## config.mk

```make
export PLATFORM = sky130hd
export DESIGN_NAME = coin_acceptor
export DESIGN_NICKNAME = d
export VERILOG_FILES = /design/src/rtl/coin_acceptor_pkg.sv /design/src/rtl/coin_acceptor_debounce_channel.sv /design/src/rtl/coin_acceptor.sv
export SDC_FILE = /design/constraint.sdc
export NUM_CORES = 1
export LEC_CHECK = 0
export BUFFER_PORTS_ARGS = -buffer_cell sky130_fd_sc_hd__buf_2
export CAP_MARGIN = 20
export CORE_MARGIN = 1
export CORE_UTILIZATION = 61
export CTS_CLUSTER_DIAMETER = 120
export DETAILED_ROUTE_END_ITERATION = 6
export GPL_TIMING_DRIVEN = 0
export PLACE_DENSITY = 0.92
export SYNTH_ARGS = -nofsm -noshare
export SYNTH_HDL_FRONTEND = slang
export SYNTH_SLANG_ARGS = --single-unit
```

## constraint.sdc

```tcl
create_clock -name clk_i -period 5.5 [get_ports clk_i]
set_input_delay 0.825 -clock clk_i [delete_from_list [all_inputs] [get_ports clk_i]]
set_output_delay 0.825 -clock clk_i [all_outputs]
set_load 0.005 [all_outputs]
```

## src/rtl/coin_acceptor_pkg.sv

```systemverilog
// Shared definitions for the coin acceptor: FSM state encoding, channel codes
// and the default debounce length.
package coin_acceptor_pkg;

  typedef enum logic [1:0] {
    ST_IDLE    = 2'd0,
    ST_EMIT    = 2'd1,
    ST_REJECT  = 2'd2,
    ST_RELEASE = 2'd3
  } state_e;

  typedef enum logic [1:0] {
    CH_NONE = 2'd0,
    CH_C100 = 2'd1,
    CH_C200 = 2'd2,
    CH_C500 = 2'd3
  } chan_e;

  localparam logic [7:0] DEBOUNCE_DEFAULT = 8'd4;

endpackage

```

## src/rtl/coin_acceptor_debounce_channel.sv

```systemverilog
// One coin-sensor channel: 2-flop synchroniser followed by a saturating
// debounce counter; stable_o is high while the counter sits at DEBOUNCE.
module debounce_channel
  import coin_acceptor_pkg::*;
#(
  parameter logic [7:0] DEBOUNCE = DEBOUNCE_DEFAULT
) (
  input  logic clk_i,
  input  logic rst_i,
  input  logic raw_i,
  output logic sync_o,
  output logic stable_o
);

  logic       meta_q;
  logic       sync_q;
  logic [7:0] cnt_q;
  logic [7:0] cnt_d;

  always_ff @(posedge clk_i or posedge rst_i) begin
    if (rst_i) begin
      meta_q <= 1'b0;
      sync_q <= 1'b0;
      cnt_q  <= 8'd0;
    end else begin
      meta_q <= raw_i;
      sync_q <= meta_q;
      cnt_q  <= cnt_d;
    end
  end

  // Any low sample restarts the count, so a bouncing edge must hold clean.
  always_comb begin
    cnt_d = cnt_q;
    if (!sync_q) begin
      cnt_d = 8'd0;
    end else if (cnt_q < DEBOUNCE) begin
      cnt_d = cnt_q + 8'd1;
    end
  end

  assign sync_o   = sync_q;
  assign stable_o = (cnt_q == DEBOUNCE);

endmodule

```

## src/rtl/coin_acceptor.sv

```systemverilog
// Coin acceptor: three debounced sensor channels feed an accept/reject FSM that
// emits one registered pulse per coin and keeps a wrapping accepted-coin count.
module coin_acceptor
  import coin_acceptor_pkg::*;
#(
  parameter logic [7:0] DEBOUNCE = DEBOUNCE_DEFAULT
) (
  input  logic       clk_i,
  input  logic       rst_i,
  input  logic       raw100_i,
  input  logic       raw200_i,
  input  logic       raw500_i,
  input  logic       busy_i,
  output logic       in100_o,
  output logic       in200_o,
  output logic       in500_o,
  output logic       reject_o,
  output logic [7:0] accepted_count_o,
  output logic [1:0] state_o
);

  logic [2:0] sync;
  logic [2:0] stable;
  logic [2:0] raw;

  assign raw = {raw500_i, raw200_i, raw100_i};

  for (genvar g = 0; g < 3; g++) begin : g_chan
    debounce_channel #(.DEBOUNCE(DEBOUNCE)) u_chan (
      .clk_i   (clk_i),
      .rst_i   (rst_i),
      .raw_i   (raw[g]),
      .sync_o  (sync[g]),
      .stable_o(stable[g])
    );
  end

  state_e     state_q, state_d;
  chan_e      chan_q, chan_d;
  logic [1:0] n_stable;
  logic       in100_q, in200_q, in500_q, reject_q;
  logic [7:0] count_q;

  always_comb begin
    state_d  = state_q;
    chan_d   = chan_q;
    n_stable = {1'b0, stable[0]} + {1'b0, stable[1]} + {1'b0, stable[2]};
    unique case (state_q)
      ST_IDLE: begin
        // busy only matters here; later states run to completion regardless.
        if (n_stable >= 2'd2 || (n_stable == 2'd1 && busy_i)) begin
          state_d = ST_REJECT;
        end else if (n_stable == 2'd1) begin
          state_d = ST_EMIT;
          chan_d  = stable[0] ? CH_C100 : (stable[1] ? CH_C200 : CH_C500);
        end
      end
      ST_EMIT:    state_d = ST_RELEASE;
      ST_REJECT:  state_d = ST_RELEASE;
      ST_RELEASE: begin
        if (sync == 3'b000) state_d = ST_IDLE;
      end
      default:    state_d = ST_IDLE;
    endcase
  end

  // Pulses are registered from the next state so they coincide with EMIT/REJECT.
  always_ff @(posedge clk_i or posedge rst_i) begin
    if (rst_i) begin
      state_q  <= ST_IDLE;
      chan_q   <= CH_NONE;
      in100_q  <= 1'b0;
      in200_q  <= 1'b0;
      in500_q  <= 1'b0;
      reject_q <= 1'b0;
      count_q  <= 8'd0;
    end else begin
      state_q  <= state_d;
      chan_q   <= chan_d;
      in100_q  <= (state_d == ST_EMIT) && (chan_d == CH_C100);
      in200_q  <= (state_d == ST_EMIT) && (chan_d == CH_C200);
      in500_q  <= (state_d == ST_EMIT) && (chan_d == CH_C500);
      reject_q <= (state_d == ST_REJECT);
      if (state_q == ST_EMIT) count_q <= count_q + 8'd1;
    end
  end

  assign in100_o          = in100_q;
  assign in200_o          = in200_q;
  assign in500_o          = in500_q;
  assign reject_o         = reject_q;
  assign accepted_count_o = count_q;
  assign state_o          = state_q;

endmodule

```

# [After elaboration in Yosys (flattened, before gate mapping)]
# Index checks and enable logic that the tools add are counted.
[totals] input_bits=6 word_cells=64 regBits=46
[classes] addsub=6 mux=15 eq_ne=15 magnitude_cmp=4 n_reduce_logical=8
[op_table] operator="$mux 8" n=6
[op_table] operator="$add 8x1->8 const B" n=4
[op_table] operator="$eq 8x3->1 const B" n=3
[op_table] operator="$lt 8x3->1 const B" n=3
[op_table] operator="$mux 2" n=7
[op_table] operator="$eq 2x2->1 const B" n=5
[op_table] operator="$eq 2x1->1 const B" n=4
[op_table] operator="$ne 2x2->1 const B" n=3
[op_table] operator="$pmux 2 s3" n=1
[op_table] operator="$logic_and 1x1->1" n=4
[op_table] operator="$logic_not 3->1" n=1
[op_table] operator="$add 1x1->2" n=1
[op_table] operator="$add 2x1->2" n=1
[op_table] operator="$ge 2x2->1 const B" n=1
[op_table] operator="$logic_not 2->1" n=1
[op_table] operator="$reduce_or 2->1" n=1
[op_table] operator="$logic_or 1x1->1" n=1
[op_table] operator="$mux 1" n=1

# [Depth between registers and ports, before layout]
# Gate-level depths: netlist of run 1.
[depth] word_depth=10 mapped_depth=11 ltp_nobuf=11

# [By module]
# Synthesis of run 1 repeated with hierarchy kept, for this count alone.
[hier_totals] cells_unflattened=171 area_unflattened_um2=2050.7
[by_module_without_submodules] module="debounce_channel" cells_per_inst=34 area_each_um2=409.1 instances=3
[by_module_without_submodules] module="coin_acceptor" cells_per_inst=69 area_each_um2=823.3 instances=1

# [Worst setup path after synthesis of run 1]
# No wires, ideal clock.
[synth_timing] path_kind="register -> register" start="reg g_chan[2].u_chan.cnt_q[7]" end="reg in100_q (netlist: in100_o)" arrival_time_ns=2.591 slack_ns=2.788 stages_incl_launch_ff=9 t_required_ns=5.379 period_less_slack_ns=2.712 cell_sequence="dfrtp_1 -> or3_4 -> or4_4 -> xor2_1 -> ha_1 -> nor4bb_1 -> and2_1 -> a21o_1 -> and4b_1"
[synth_via] elab_chain_cells=9 elab_cells_between_ends=15 classes_between="add/sub: 1; order compare: 1; eq/ne: 4; mux: 6; reduce/logical: 3"
[synth_lines] element="from (decl)" line="coin_acceptor_debounce_channel.sv:17" source="logic [7:0] cnt_q;"
[synth_lines] element="from (signal assigned)" line="coin_acceptor_debounce_channel.sv:28" source="cnt_q <= cnt_d;"
[synth_lines] element="$eq 8x3->1 (*)" line="coin_acceptor_debounce_channel.sv:43" source="assign stable_o = (cnt_q == DEBOUNCE);"
[synth_lines] element="$add 2x1->2 (*)" line="coin_acceptor.sv:47" source="n_stable = {1'b0, stable[0]} + {1'b0, stable[1]} + {1'b0, stable[2]};"
[synth_lines] element="$eq 2x1->1" line="coin_acceptor.sv:51, coin_acceptor.sv:53"
[synth_lines] element="$logic_and 1x1->1" line="coin_acceptor.sv:51" source="if (n_stable >= 2'd2 || (n_stable == 2'd1 && busy_i)) begin"
[synth_lines] element="$logic_or 1x1->1" line="coin_acceptor.sv:51"
[synth_lines] element="$mux 2 (*)" line="coin_acceptor.sv:51"
[synth_lines] element="$mux 2 (*)" line="coin_acceptor.sv:48" source="unique case (state_q)"
[synth_lines] element="named net chan_d[1]" line="coin_acceptor.sv:39" source="chan_e chan_q, chan_d;"
[synth_lines] element="$eq 2x1->1 (*)" line="coin_acceptor.sv:80" source="in100_q <= (state_d == ST_EMIT) && (chan_d == CH_C100);"
[synth_lines] element="$logic_and 1x1->1 (*)" line="coin_acceptor.sv:80"
[synth_lines] element="to (signal assigned)" line="coin_acceptor.sv:80"
[synth_lines] element="to (decl)" line="coin_acceptor.sv:41" source="logic in100_q, in200_q, in500_q, reject_q;"
# Mark *: on every way through the listed nets, which the timed path passes. The rest lies on a longest branch.
# A chain may end at the register's enable or synchronous reset.

# [Worst setup path after layout of run 1]
# Same ends and word-level chain as after synthesis.

==> results of run 1 <==
cells by family after synthesis:
family,after synthesis
compound gates,12
xor+xnor,11
fa+ha+maj,12
buf+inv,10
flops,46
mux,5
simple gates,58
metal layers:
layer	global-route usage, %	part of all wire [%]	wire length (um)
met5	0	0	0
met1	23.5	46	1310
met2	33.2	51	1460
met4	6.46	0.46	13
met3	5.80	2.2	64
power breakdown:
| part | internal (mW) | total, mW | switching (mW) | leakage (nW) |
|---|---|---|---|---|
| registers | 0.395 | 0.442 | 0.0472 | 0.599 |
| logic | 0.130 | 0.256 | 0.125 | 0.478 |
| clock network | 0.0875 | 0.182 | 0.0941 | 0.0446 |
| total | 0.613 | 0.880 | 0.267 | 1.12 |
Yosys cell counts, types with 2 or more instances:
master / n / area, um2
and2_1: 20 / 125
nor2_1: 5 / 18.8
ha_1: 12 / 150
nand4_1: 3 / 18.8
dfrtp_1: 46 / 1150
and4b_1: 2 / 20.0
xnor2_1: 8 / 70.1
mux2i_1: 4 / 40.0
nand2_1: 7 / 26.3
a21oi_1: 3 / 15.0
xor2_1: 3 / 26.3
nor3_1: 3 / 15.0
inv_1: 10 / 37.5
nor2b_1: 7 / 43.8
worst paths after layout:
| check | startpoint | endpoint | depth (start not counted) |
|---|---|---|---|
| max | g_chan[2].u_chan.cnt_q[7]$_DFFE_PP0P_ | in100_o$_DFF_PP0_ | 8 |
| min | g_chan[2].u_chan.meta_q$_DFF_PP0_ | g_chan[2].u_chan.sync_o$_DFF_PP0_ | 0 |
| max reg2reg | g_chan[2].u_chan.cnt_q[7]$_DFFE_PP0P_ | in100_o$_DFF_PP0_ | 8 |
| min reg2reg | g_chan[2].u_chan.meta_q$_DFF_PP0_ | g_chan[2].u_chan.sync_o$_DFF_PP0_ | 0 |
| max in group asynchronous | rst_i | state_o[1]$_DFF_PP0_ | 2 |
| min in group asynchronous | rst_i | g_chan[1].u_chan.cnt_q[6]$_DFFE_PP0P_ | 2 |
flip-flops by register name, indices dropped and copies added (netlist names):
| name | count |
|---|---|
| g_chan.u_chan.meta_q | 3 |
| state_o | 2 |
| g_chan.u_chan.sync_o | 3 |
| in500_o | 1 |
| in200_o | 1 |
| in100_o | 1 |
| accepted_count_o | 8 |
| g_chan.u_chan.cnt_q | 24 |
| chan_q | 2 |
| reject_o | 1 |
final cells by class:
| class | instances | area, um2 | area share [%] |
|---|---|---|---|
| clock buffer | 8 | 78.8 | 3.65 |
| inverter | 10 | 37.5 | 1.74 |
| multi-input combinational | 98 | 742 | 34.4 |
| sequential | 46 | 1150 | 53.3 |
| tap | 44 | 55.1 | 2.55 |
| timing repair buffer | 19 | 95.1 | 4.40 |
layout by cell type, fill, tap and decap left out, types with 2 or more instances in the layout:
cell / count
a21oi_1: 3
and2_1: 20
and4b_1: 2
buf_2: 19
clkbuf_4: 5
clkbuf_8: 3
dfrtp_1: 46
ha_1: 12
inv_1: 9
mux2i_1: 4
nand2_1: 7
nand4_1: 3
nor2_1: 5
nor2b_1: 7
nor3_1: 3
xnor2_1: 8
xor2_1: 3
==> impl_results.md, run 1 <==
- Area Overhead vs Synth: 11.9%
- DRC Markers: 0
- Ys async rst share: 100%
- Placed Area: 0.00208 mm2
- Final setup violation count: 0
- Layout fillers: 210
- Final Power: 880 uW
- CTS tree: built
- Adder-Cell Fraction of Synth Area: 7.78%
- Final Max Slew Viols: 0
- 1st-iter DRT viols: 38
- Latest clock arrival within the worst-skew pair: 0.33 ns
- Synth unique cells: 35
- Global route overflow: 0
- CTS clk-pin slew, worst paths: 0.12 ns
- Post-CTS sizing: 0
- Register area share after synthesis: 59.6%
- Synth Area in XOR/XNOR: about 5%
- Crit-path cells: or3_4, or4_4, xor2_1, ha_1, nor4bb_1, and2_1, a21o_1, and4b_1
- Synth Area in Simple Gates: 18.6%
- Tmin final: 2.98 ns
- Worst hold slack: between 0.3 and 0.4 ns
- CTS Buf Count: 5
- Final nets: 198
- Non-Filler Instances: 225
- Startpoint types: flop
- Final hold violations: 0
- Status: completed
- First-pass GRT wire length: 4930 um
- Final TNS setup: 0 ns
- Setup slack at placement: 2.58 ns
- Fin worst setup slack: approximately 2.5 ns
- Longest Clk Path Bufs: 2
- Mux cell area share after synthesis: under 10%
- Number of I/O pins: 20
- Root buffer cell: clkbuf_4
- Post-cts hold buffer count: 0
- Period utilization: 54.2%
- EDFF count, synth: 0
- Post-Syn Instances: 154
- Num rows: 20
- Vias: between 1k and 1.5k
- Synth Area in Compound Gates: 4.41%
- Synthesized flop and latch total: 46
- Design area: 0.00216 mm2
- Clock Sinks: 46
- Vias per cell: 5.18
- Critical path class: flop to flop
- Worst VDD drop: between 0.2 and 0.25 mV
- Crit-path slowest cell: or4_4
- # Post-CTS Setup Buffers: 0
- Lkg Pwr: 1.12 nW
- Largest family of logic cells by synthesized area: simple AND/OR/NAND/NOR gates
- Worst slew margin: 40.5%
- Final Skew: 0.00610 ns
- Die Span X: 58.3 um
- Wire per inst: 12.7 um
- Syn_nets: 172
- Crit path max fanout: 4
- CP top delay family: simple AND/OR/NAND/NOR gates
- Drt total wl: 2850 um
- Ant. Diodes: 0
- RePlAce Congestion: 0.851
- Gr usage total: 19.4%
- Vias in the first global route: 1204
- Achievable frequency: 336 MHz
- Die footprint: 0.00339 mm2
- R2R setup slack: 2.52 ns
- Port bufs: 19
- Mapped Area: 0.00193 mm2
- Ys flop type: dfrtp_1
- Initial antenna violation count: 0
- Syn_area_per_cell: ~13 um2
- Initial Util: between 60 and 70%
- Final antenna-violating net count: 0
- Dpl hpwl: 2180 um
- Share of cells above drive strength 1: 20.4%
- Max Cap Viol: 0
- Die height: a little under 60 um
- Worst Path Buf+Inv: 0
- Core Region: 0.00303 mm2
- Cells after DPL: around 220
- CP Data Required Time: 5.73 ns
- RSZ-0062 raised after global routing: no
- Pre-antenna DRT Iters: 4
- Crit path DAT: approximately 3.2 ns
- Worst min-delay path class: flop to flop
- Crit path largest cell delay: 0.53 ns
- Synth Warn #: 0
- H-tree lvl count: 2
- Measured slew at the worst slew-check pin: 0.892 ns
- Pwr dens: 407 mW/mm2
- CP Capture Type: flop
- Final Core Density: 71.3%
- Largest net degree at the start of global routing: 47
Power figures use the tool's default switching activity.
==> run 2: changes to the inputs <==
--- a/config.mk
+++ b/config.mk
@@ -8,11 +8,11 @@
 export BUFFER_PORTS_ARGS = -buffer_cell sky130_fd_sc_hd__buf_2
 export CAP_MARGIN = 20
 export CORE_MARGIN = 1
-export CORE_UTILIZATION = 61
+export CORE_UTILIZATION = 57
 export CTS_CLUSTER_DIAMETER = 120
 export DETAILED_ROUTE_END_ITERATION = 6
 export GPL_TIMING_DRIVEN = 0
-export PLACE_DENSITY = 0.92
+export PLACE_DENSITY = 0.88
 export SYNTH_ARGS = -nofsm -noshare
 export SYNTH_HDL_FRONTEND = slang
 export SYNTH_SLANG_ARGS = --single-unit
==> constraint.sdc (replaced) <==
create_clock -name clk_i -period 2.95 [get_ports clk_i]
set_input_delay 0.4425 -clock clk_i [delete_from_list [all_inputs] [get_ports clk_i]]
set_output_delay 0.4425 -clock clk_i [all_outputs]
set_load 0.005 [all_outputs]
==> run 2 against run 1 <==
Against the previous run:
- fmax is 5.5% higher
- setup slack worse by 2.4 ns
- first-iteration DRC count is 16% higher
- critical path type unchanged
==> impl_results.md, run 2 (synthesis gave the netlist of run 1 again) <==
- RSZ-0062 raised after global routing: no
- Status: completed
- Final setup violation count: 0 (unchanged)
- CTS Buf Count: 5 (unchanged)
- WP depth: 8 (unchanged)
- Achievable frequency: 354 MHz (+5.5%)
- Top layer in use: met4
- Final TNS setup: 0 ns (unchanged)
- CP top delay family: simple AND/OR/NAND/NOR gates
- Latest clock arrival within the worst-skew pair: 0.36 ns (+0.03 ns)
- Drt total wl: 3220 um (+13%)
- Initial antenna violation count: 0 (unchanged)
- Worst min-delay path class: input pin to flop
- Met2 wire length: 1660 um (+13%)
- Final Max Slew Viols: 0 (unchanged)
- Crit path largest cell delay: 0.53 ns (about the same)
- Largest register by flop count: g_chan.u_chan.cnt_q
- 1st-iter DRT viols: 44 (+16%)
- Port bufs: 19 (unchanged)
- Area Overhead vs Synth: 12.6%
- Final Core Density: 69.5% (-1.8 points)
- Wire per inst: 14.3 um (+13%)
- Multi-input gate area: 757 um2 (+2.0%)
- R2R setup slack: 0.13 ns (-2.39 ns)
- Global route overflow: 0 (unchanged)
- Critical path class: flop to flop
- Final antenna-violating net count: 0 (unchanged)
- Vias in the first global route: 1234 (+2.5%)
- Worst hold slack: 0.176 ns (-0.185 ns)
- Share of cells above drive strength 1: 21.0% (+0.55 points)
- Pre-antenna DRT Iters: 4 (unchanged)
- Fin worst setup slack: 0.126 ns (-2.39 ns)
- Tmin final: 2.82 ns (-0.157 ns)
- CTS clk-pin slew, worst paths: 0.13 ns (about the same)
- Post-cts hold buffer count: 0 (unchanged)
- Crit-path slowest cell: or4_4
- DRT met1 WL: 1310 um (-0.15%)
- Clock Sinks: 46 (unchanged)
- Seq. cell area: 0.00115 mm2 (unchanged)
- CP Capture Type: flop
- Crit path max fanout: 4 (unchanged)
- Die height: 60.2 um (+3.3%)
- Final Skew: 0.00861 ns (+0.00251 ns)
- DRC Markers: 0 (unchanged)
- Largest register FFs: 24 (unchanged)
- Max Cap Viol: 0 (unchanged)
- First-pass GRT wire length: 5310 um (+7.6%)
- Pwr dens: 779 mW/mm2 (+91%)
- Die footprint: 0.00362 mm2 (+6.8%)
- Dpl hpwl: 2250 um (+3.6%)
- Initial Util: 61.7% (-2.0 points)
- CTS tree: built
- Worst slew margin: 39.7% (-0.79 points)
- Worst r2r path cells: 8 (unchanged)
- Measured slew at the worst slew-check pin: 0.903 ns (+0.0119 ns)
- Setup slack at placement: 0.0279 ns (-2.55 ns)
- CP Data Required Time: 3.21 ns (-2.52 ns)
- Final hold violations: 0 (unchanged)
- Cells after DPL: 217 (unchanged)
- Vias per cell: 5.44 (+5.1%)
- Ant. Diodes: 0 (unchanged)
- Gr usage total: 21.1% (+1.7 points)
- Lkg Pwr: 1.12 nW (+0.11%)
- RePlAce Congestion: 0.845 (-0.68%)
- Crit-path cells: or3_4, or4_4, xor2_1, ha_1, mux2i_1, a211o_1, and2_1, and4_2
- Worst Path Buf+Inv: 0 (unchanged)
- Num rows: 20 (unchanged)
- Non-Filler Instances: 225 (unchanged)
- Die Span X: 60.2 um (+3.3%)
- Worst setup path endpoint: in500_o$_DFF_PP0_
- Period utilization: 95.7% (+42 points)
- Final nets: 198 (unchanged)
- Number of I/O pins: 20 (unchanged)
- Origin of the critical flop-to-flop path: g_chan[2].u_chan.cnt_q[7]$_DFFE_PP0P_
- Longest Clk Path Bufs: 2 (unchanged)
- Worst setup startpoint: g_chan[2].u_chan.cnt_q[7]$_DFFE_PP0P_
- Commonest non-fill, non-tap cell in the layout: dfrtp_1
- R2r endpoint: in500_o$_DFF_PP0_
- Crit path DAT: 3.09 ns (-0.12 ns)
- H-tree lvl count: 2 (unchanged)
- Met3 WL: 116 um (+81%)
- Worst VDD drop: 0.456 mV (+110%)
- Core Region: 0.00313 mm2 (+3.3%)
- Vias: 1225 (+5.1%)
- Largest net degree at the start of global routing: 47 (unchanged)
- Startpoint types: flop
- Commonest cells after routing, fill and taps aside: dfrtp_1 (46), and2_1 (20), buf_2 (19)
- Layout fillers: 212 (+0.95%)
- Root buffer cell: clkbuf_4
-- run 2: cell types whose count changed in the layout (fill, tap and decap cells not counted), sizes merged --
cell    previous run  this run
clkinv             0         2
clkbuf             8         5
bufinv             0         1
-- run 2: metrics by stage --
stage	area [um2]	total power, mW
after detailed placement	2080	1.32
after floorplan	1930	1.15
after CTS	2160	1.69
after global routing	2170	1.80
after global placement	2080	1.27
final	2170	1.69
-- run 2: per-layer routing --
| metal | vias up | track usage (%) |
|---|---|---|
| met3 | 14 | 7.14 |
| li1 | 569 | - |
| met2 | 27 | 34.2 |
| met1 | 615 | 23.4 |
| met5 | - | 0 |
| met4 | 0 | 13.6 |
-- run 2: cell type report --
cell class	count	share of cell area [%]
inverter	10	1.73
timing repair buffer	19	4.38
sequential	46	53.0
clock inverter	3	1.84
multi-input combinational	98	34.8
tap	44	2.53
clock buffer	5	1.73
-- run 2: power breakdown --
group | leakage [nW] | internal, mW | switching (mW) | total (mW)
clock network | 0.0450 | 0.176 | 0.199 | 0.374
registers | 0.599 | 0.736 | 0.0841 | 0.820
logic | 0.479 | 0.250 | 0.247 | 0.498
-- run 2: worst min-delay path by stage --
stage	start	end	slack, ns	cells after the start
final	raw100_i	g_chan[0].u_chan.meta_q$_DFF_PP0_	0.18	1
after global routing	raw200_i	g_chan[1].u_chan.meta_q$_DFF_PP0_	0.14	1
after CTS	raw500_i	g_chan[2].u_chan.meta_q$_DFF_PP0_	0.17	1
after detailed placement	g_chan[0].u_chan.meta_q$_DFF_PP0_	g_chan[0].u_chan.sync_o$_DFF_PP0_	0.33	0
after global placement	g_chan[2].u_chan.meta_q$_DFF_PP0_	g_chan[2].u_chan.sync_o$_DFF_PP0_	0.33	0
after floorplan	g_chan[0].u_chan.meta_q$_DFF_PP0_	g_chan[0].u_chan.sync_o$_DFF_PP0_	0.33	0
-- run 2: timing repair --
action | CTS | global route
endpoints found under the setup margin | 1 | 3
buffers inserted | 0 | 0
gates resized for setup | 1 | 1
cloned | 0 | 0
